File: src/rtl/sync_fifo_prog.sv
// Single-clock FIFO with FWFT/standard read mode, programmable
// watermarks, synchronous flush and sticky overflow/underflow flags.
//
// Ports:
//   i_clk, i_rstn (sync, active-low), i_flush (sync clear)
//   write side: i_wr, i_data, o_full, o_almost_full, o_overflow
//   read side : i_rd, o_data, o_valid, o_empty, o_almost_empty,
//               o_underflow
//   i_af_thresh / i_ae_thresh: watermarks; o_fill: current word count
module sync_fifo_prog #(
  parameter int DW   = 8,
  parameter int AW   = 4,
  parameter bit FWFT = 1'b1
) (
  input  logic          i_clk,
  input  logic          i_rstn,
  input  logic          i_flush,
  input  logic          i_wr,
  input  logic [DW-1:0] i_data,
  output logic          o_full,
  output logic          o_almost_full,
  output logic          o_overflow,
  input  logic          i_rd,
  output logic [DW-1:0] o_data,
  output logic          o_valid,
  output logic          o_empty,
  output logic          o_almost_empty,
  output logic          o_underflow,
  input  logic [AW:0]   i_af_thresh,
  input  logic [AW:0]   i_ae_thresh,
  output logic [AW:0]   o_fill
);

  localparam int DEPTH = 1 << AW;
  localparam logic [AW:0] FULL_CNT = {1'b1, {AW{1'b0}}};

  logic [DW-1:0] mem [DEPTH];

  logic [AW:0] wr_ptr_q, wr_ptr_d;
  // Next memory word to fetch into the output register.
  logic [AW:0] rd_ptr_q, rd_ptr_d;
  logic [AW:0] fill_q, fill_d;
  logic        valid_q, valid_d;
  logic        empty_q, empty_d;
  logic        full_q, full_d;
  logic        af_q, af_d;
  logic        ae_q, ae_d;
  logic        ovf_q, ovf_d;
  logic        unf_q, unf_d;
  logic [DW-1:0] data_q;

  logic wr_acc;
  logic rd_acc;
  logic load;

  always_comb begin
    wr_acc = i_wr && !full_q && !i_flush;
    rd_acc = 1'b0;
    load   = 1'b0;
    if (FWFT) begin
      rd_acc = i_rd && !i_flush && valid_q;
      // Refill the output register whenever it is free or being
      // popped and memory still holds an unfetched word.
      load = !i_flush && (!valid_q || rd_acc) &&
             (wr_ptr_q != rd_ptr_q);
    end else begin
      rd_acc = i_rd && !i_flush && !empty_q;
      load   = rd_acc;
    end

    wr_ptr_d = wr_ptr_q + (AW+1)'(wr_acc);
    rd_ptr_d = rd_ptr_q + (AW+1)'(load);
    fill_d   = fill_q + (AW+1)'(wr_acc) - (AW+1)'(rd_acc);
    if (FWFT) valid_d = load || (valid_q && !rd_acc);
    else      valid_d = load;
    ovf_d = ovf_q | (i_wr & full_q);
    unf_d = unf_q | (i_rd & !rd_acc);

    if (i_flush) begin
      wr_ptr_d = '0;
      rd_ptr_d = '0;
      fill_d   = '0;
      valid_d  = 1'b0;
      ovf_d    = 1'b0;
      unf_d    = 1'b0;
    end

    empty_d = (fill_d == '0);
    full_d  = (fill_d == FULL_CNT);
    af_d    = (fill_d >= i_af_thresh);
    ae_d    = (fill_d <= i_ae_thresh);
    if (i_flush) begin
      af_d = 1'b0;
      ae_d = 1'b1;
    end
  end

  always_ff @(posedge i_clk) begin
    if (!i_rstn) begin
      wr_ptr_q <= '0;
      rd_ptr_q <= '0;
      fill_q   <= '0;
      valid_q  <= 1'b0;
      empty_q  <= 1'b1;
      full_q   <= 1'b0;
      af_q     <= 1'b0;
      ae_q     <= 1'b1;
      ovf_q    <= 1'b0;
      unf_q    <= 1'b0;
    end else begin
      wr_ptr_q <= wr_ptr_d;
      rd_ptr_q <= rd_ptr_d;
      fill_q   <= fill_d;
      valid_q  <= valid_d;
      empty_q  <= empty_d;
      full_q   <= full_d;
      af_q     <= af_d;
      ae_q     <= ae_d;
      ovf_q    <= ovf_d;
      unf_q    <= unf_d;
    end
  end

  always_ff @(posedge i_clk) begin
    if (wr_acc) mem[wr_ptr_q[AW-1:0]] <= i_data;
  end

  always_ff @(posedge i_clk) begin
    if (!i_rstn) data_q <= '0;
    else if (load) data_q <= mem[rd_ptr_q[AW-1:0]];
  end

  assign o_full         = full_q;
  assign o_almost_full  = af_q;
  assign o_overflow     = ovf_q;
  assign o_data         = data_q;
  assign o_valid        = valid_q;
  assign o_empty        = empty_q;
  assign o_almost_empty = ae_q;
  assign o_underflow    = unf_q;
  assign o_fill         = fill_q;

endmodule
File: config.mk
export PLATFORM = sky130hd
export DESIGN_NAME = sync_fifo_prog
export DESIGN_NICKNAME = d
export VERILOG_FILES = /design/src/rtl/sync_fifo_prog.sv
export SDC_FILE = /design/constraint.sdc
export NUM_CORES = 1
export LEC_CHECK = 0
export ABC_AREA = 1
export CORE_AREA = 2 2 120 122
export DETAILED_ROUTE_END_ITERATION = 7
export DIE_AREA = 0 0 122 124
export GPL_TIMING_DRIVEN = 0
export PLACE_DENSITY = 0.84
export SLEW_MARGIN = 20
export SYNTH_ARGS = -nofsm -noshare
export SYNTH_HDL_FRONTEND = slang
export SYNTH_SLANG_ARGS = --single-unit
File: constraint.sdc
create_clock -name i_clk -period 3.5 [get_ports i_clk]
set_clock_uncertainty 0.2 [all_clocks]
set_input_delay 0.7 -clock i_clk [delete_from_list [all_inputs] [get_ports i_clk]]
set_output_delay 0.7 -clock i_clk [all_outputs]
set_load 0.03 [all_outputs]
Word-level counts from Yosys, hierarchy flattened. Memories as Yosys holds them, arrays and structs flattened. A register that Yosys moved wholly into a read port is not among the register bits. Index checks and enable logic that the tools add are counted. W data, S select, Z words.

Flip-flop bits (word level): 22. Bits in writable memories: 128. Input port bits: 23. Output and inout port bits: 20. Memories kept: 1.

Add/sub/neg operators: 4. $lt $le $gt $ge: 2. Equal/unequal tests: 2. Mux-type cells: 3. Bitwise logic cells: 5. Reductions and logical operators: 16.

Memory list: mem (words 16, width 8, read ports 1, clocked after memory_dff 1, write ports 1, line 37) `logic [DW-1:0] mem [DEPTH];`.

Operators by type and width (number): $add A5 B1 Y5 (3); $logic_and A1 B1 Y1 (7); $eq A5 B5 Y1 const B (1); $ge A5 B5 Y1 (1); $le A5 B5 Y1 (1); $logic_not A1 Y1 (5); $logic_not A5 Y1 (1); $mux W5 (1); $ne A5 B5 Y1 (1); $sub A5 B1 Y5 (1); $and A1 B1 Y1 (2); $logic_or A1 B1 Y1 (2); $mux W1 (2); $or A1 B1 Y1 (2); $reduce_or A2 Y1 (1); $not A1 Y1 (1).

Logic depth before layout (Yosys ltp).
Depth in word-level cells: 7. Gate-level depth with buffers: 21.

Worst setup path after synthesis. OpenSTA, ideal clock, no wires.

Path type: input to register. Start point: in i_flush. End point: reg af_q (netlist: o_almost_full). Arrival time: 3.043 ns. Data required time: 3.183 ns. Path slack: 0.140 ns. Stages on the path: 20. Path buffers: 0. Cell sequence: nor3_2 -> inv_1 -> ha_1 -> inv_1 -> ha_1 -> inv_1 -> fa_1 -> inv_1 -> nand2_1 -> nand2_1 -> nand2_1 -> nand2_1 -> nand2_1 -> nand3_1 -> inv_1 -> ha_1 -> a21oi_1 -> o221ai_1 -> nor2_1 -> nor2_1.

Longest elaborated chain between the ends: 6. Elaborated cells between the ends (all ways): 9. Those cells by class: add/sub: 2; order compare: 1; mux: 1; reduce/logical: 5.

RTL lines: start: declaration (line 17) `input logic i_flush,`; $logic_not A1 Y1; $logic_and A1 B1 Y1, on equally long branches; $add A5 B1 Y5 or $logic_and A1 B1 Y1 (tied branches) (line 73, 61); $sub A5 B1 Y5 (line 73) `fill_d = fill_q + (AW+1)'(wr_acc) - (AW+1)'(rd_acc);`; $mux W5 * (line 79) `if (i_flush) begin`; named net fill_d[4] (line 42) `logic [AW:0] fill_q, fill_d;`; $ge A5 B5 Y1 * (line 90) `af_d = (fill_d >= i_af_thresh);`; end signal: assignment (line 106) `af_q <= 1'b0;`; end signal: assignment (line 117) `af_q <= af_d;`; end: declaration (line 46) `logic af_q, af_d;`.

Mark *: on every way through the listed nets, which the timed path passes. The rest lies on a longest branch. A chain may end at the register's enable or synchronous reset.

Final worst setup path.
Start point: in i_flush. End point: reg ae_q (netlist: o_almost_empty).

Longest elaborated chain between the ends: 6. Elaborated cells between the ends (all ways): 9. Those cells by class: add/sub: 2; order compare: 1; mux: 1; reduce/logical: 5.

RTL lines: $logic_not A1 Y1; $logic_and A1 B1 Y1, on equally long branches; $add A5 B1 Y5 or $logic_and A1 B1 Y1 (tied branches) (line 73, 61); $sub A5 B1 Y5 (line 73); $mux W5 * (line 79); named net fill_d[4] (line 42); $le A5 B5 Y1 * (line 91) `ae_d = (fill_d <= i_ae_thresh);`; end signal: assignment (line 107) `ae_q <= 1'b1;`; end signal: assignment (line 118) `ae_q <= ae_d;`; end: declaration (line 47) `logic ae_q, ae_d;`.

Marked as above.

==> run_results.csv <==
group,metric,value,unit
cts,cts-buffers-inserted,17,
drt,drt_first_pass_iters,5,
yosys,synth-seq-cells,158,
timing,worst_slack,0.115,ns
cts,cts_tree,"built",
layout,fin_cells,1052,
yosys,synth_top_area_share,52.5,%
timing,finalSetupViolCount,0,
timing,timing.final.crit_share,96.7,%
floorplanning,total_die_area,0.0151,mm²
drt,avgRoutedWirePerCell,16.2,µm
placement,dp.cells,1016,
setup_path,critical_path.startpoint_type,"input pin",
timing,final_max_slew_viol_count,0,
yosys,synthesis.area_per_instance,9.21,µm²
timing,final_period_minus_worst_setup_slack,3.39,ns
yosys,synth_area,0.00732,mm²
drt,drt-total-wl,17000,µm
grt,globalRoute.busiestLayer,"met2",
pwr,max-vdd-ir-drop,0.406,mV
yosys,yosys.cell_types.count,26,
yosys,post_synth_main_area_contributors,"edfxtp_1 (52%), nand2_1 (12%), inv_1 (8.6%), dfxtp_1 (8.2%), nand3_1 (6.3%)",
floorplanning,design.core.area,0.0137,mm²
grt,grt_start_max_net_pins,17,
drt,route.antenna.remaining_nets,0,
yosys,library_cell_with_the_highest_instance_count_after_synthesis,"nand2_1",
drt,drt-initial-drc-count,537,
pwr,power_density,480,mW/mm²
cts,clock-root-buffer,"clkbuf_16",
placement,dpl_worst_slack,-0.837,ns
placement,detailedPlacementHpwl,11300,µm
cts,clock_latency,0.42,ns
yosys,ys_top_cells_by_count,"nand2_1 (232), inv_1 (167), edfxtp_1 (128)",
grt,use_met3,6.23,%
timing,final_hold_viol_count,0,
flow_run,cap_violations,0,
yosys,synth.largest_area_cell,"edfxtp_1",
grt,track_usage,23.7,%
cts,cts_hold_buf,0,
pwr,cellLeakagePower,3.86,nW
setup_path,crit_fanout,6,
min_path,hold_path.class,"reg -> reg",
yosys,syn_inst,795,
floorplanning,ioPinCount,43,
outcome,status,"complete, no violations",
placement,place.gp.congestion,0.893,
setup_path,timing.critical_path.to_type,"flip-flop",
cts,max-clock-path-buffers,2,
grt,overflow_left_after_global_routing,0,
layout,antenna-diode-count,0,
timing,setup-tns-final,0,ns
timing,maxClockFrequency,0.295,GHz
yosys,register_area_share_after_synthesis,60.7,%
yosys,mappedNetlistNets,838,
layout,finalNetCount,902,
cts,path_clk_slew,0.06,ns
drt,via_count_of_the_routed_design,5394,
grt,groute.layer.met2.usage,38.6,%
floorplanning,dieHeight,124,µm
timing,tightestPinTransition,0.891,ns
layout,area_growth,18.1,%
drt,drc,0,
cts,cts.sink_count,158,
drt,via_per_inst,5.13,
setup_path,timing.critical_path.required,3.58,ns
floorplanning,initial_core_utilization,53.4,%
grt,wire_length_of_the_first_global_routing_pass,26200,µm
setup_path,worst_path_largest_cell_delay,0.33,ns
placement,numPortBuffers,41,
pwr,report.power.total,4.15,mW
cts,ctsHtreeMaxLevel,4,
setup_path,timing.setup.critical_path_class,"in -> reg",
yosys,ffs_w_async_s_r_synth,0,%
yosys,synth.yosys.warnings,0,
setup_path,timing.critical_path.cells,"dlygate4sd2_1 > nor3_4 > inv_1 > ha_1 > inv_1 > ha_2 > inv_1 > fa_2 > inv_2 > nand2_1 > nand2_2 > nand2_2 > nand2_1 > nand2_1 > nand3_2 > inv_2 > ha_4 > nand4_1 > o221ai_1 > o211ai_1",
layout,share_of_cells_above_drive_strength_1,9.40,%
setup_path,arrival,3.47,ns
floorplanning,floorplan_row_count,43,
setup_path,timing.critical_path.slowest_stage_cell,"dlygate4sd2_1",
grt,first_global_vias,5315,
yosys,postSynth.topFlopCell,"edfxtp_1",
timing,max_slew_margin,40.4,%
floorplanning,die_w,122,µm
grt,antenna_found_initial,0,
grt,grtUsageMet1,28.7,%
yosys,count_of_flip_flops_with_a_built_in_enable_after_synthesis,128,
timing repair:
action,4_1_cts,5_1_grt
pin swaps,3,2
buffers inserted,2,2
gates resized for setup,8,7
setup endpoints to repair,2,2
area by class of cell:
cell class / instances / area (µm²)
buffer: 25 / 166
clock buffer: 19 / 433
clock inverter: 13 / 171
fill: 1043 / 5070
inverter: 174 / 653
multi-input combinational: 438 / 2110
sequential: 158 / 4440
tap: 180 / 225
timing repair buffer: 45 / 444
state kept, by name (all words and copies together), names as in the netlist:
register / count
mem: 128
o_overflow: 1
o_almost_full: 1
o_empty: 1
o_almost_empty: 1
o_underflow: 1
wr_ptr_q: 5
o_valid: 1
rd_ptr_q: 5
o_fill: 5
o_full: 1
o_data: 8
stage by stage:
step                utilization [%]  hold slack [ns]  instance area [µm²]
floorplan                         -            0.258                 7320
global placement               58.0            0.241                 7960
detailed placement             58.0            0.244                 7960
CTS                            62.8            0.253                 8620
global route                   63.0            0.277                 8640
finish                         63.0            0.255                 8640
report_power, final:
group / switching, mW / total [mW] / leakage (nW) / internal, mW
logic: 0.132 / 0.208 / 2.17 / 0.0760
registers: 0.00703 / 2.05 / 1.40 / 2.04
clock network: 0.708 / 1.89 / 0.292 / 1.18
total: 0.846 / 4.15 / 3.86 / 3.30
worst max-delay path: cells and delay by family:
family | cells | cell delay, ns
adder cells (fa/ha/maj) | 4 | 1.05
AND/OR/NAND/NOR | 8 | 0.77
buffers and inverters | 6 | 0.64
AO/OA/AOI/OAI | 2 | 0.31
cells in the final DEF (no fill, tap or decap), types with 5 or more instances in the layout:
| cell | instances |
|---|---|
| nand2_1 | 230 |
| inv_1 | 164 |
| edfxtp_1 | 128 |
| nand3_1 | 91 |
| nor2_1 | 53 |
| clkdlybuf4s50_1 | 38 |
| dfxtp_1 | 30 |
| clkbuf_16 | 17 |
| buf_2 | 16 |
| ha_1 | 16 |
| a21oi_1 | 11 |
| inv_2 | 9 |
| buf_4 | 8 |
| nor2_2 | 6 |
| buf_6 | 5 |
| o21ai_0 | 5 |
final timing paths:
check        cells after the start  slack [ns]        start        endpoint
max                             20        0.11      i_flush  o_almost_empty
min                              2        0.25  o_underflow     o_underflow
max reg2reg                     19        0.36       o_full  o_almost_empty
min reg2reg                      2        0.25  o_underflow     o_underflow
metal layers:
metal	vias up	part of all wire [%]
li1	2617	-
met5	-	0
met2	252	50
met3	59	7.4
met4	0	4.3
met1	2466	39
logic make-up after synthesis:
family                   share of synthesized area [%]
XOR/XNOR                                         0.837
buffers and inverters                             11.2
adder cells (fa/ha/maj)                           3.52
flip-flops                                        60.7
AO/OA/AOI/OAI                                     1.44
AND/OR/NAND/NOR                                   22.3
Power figures use the tool's default switching activity.
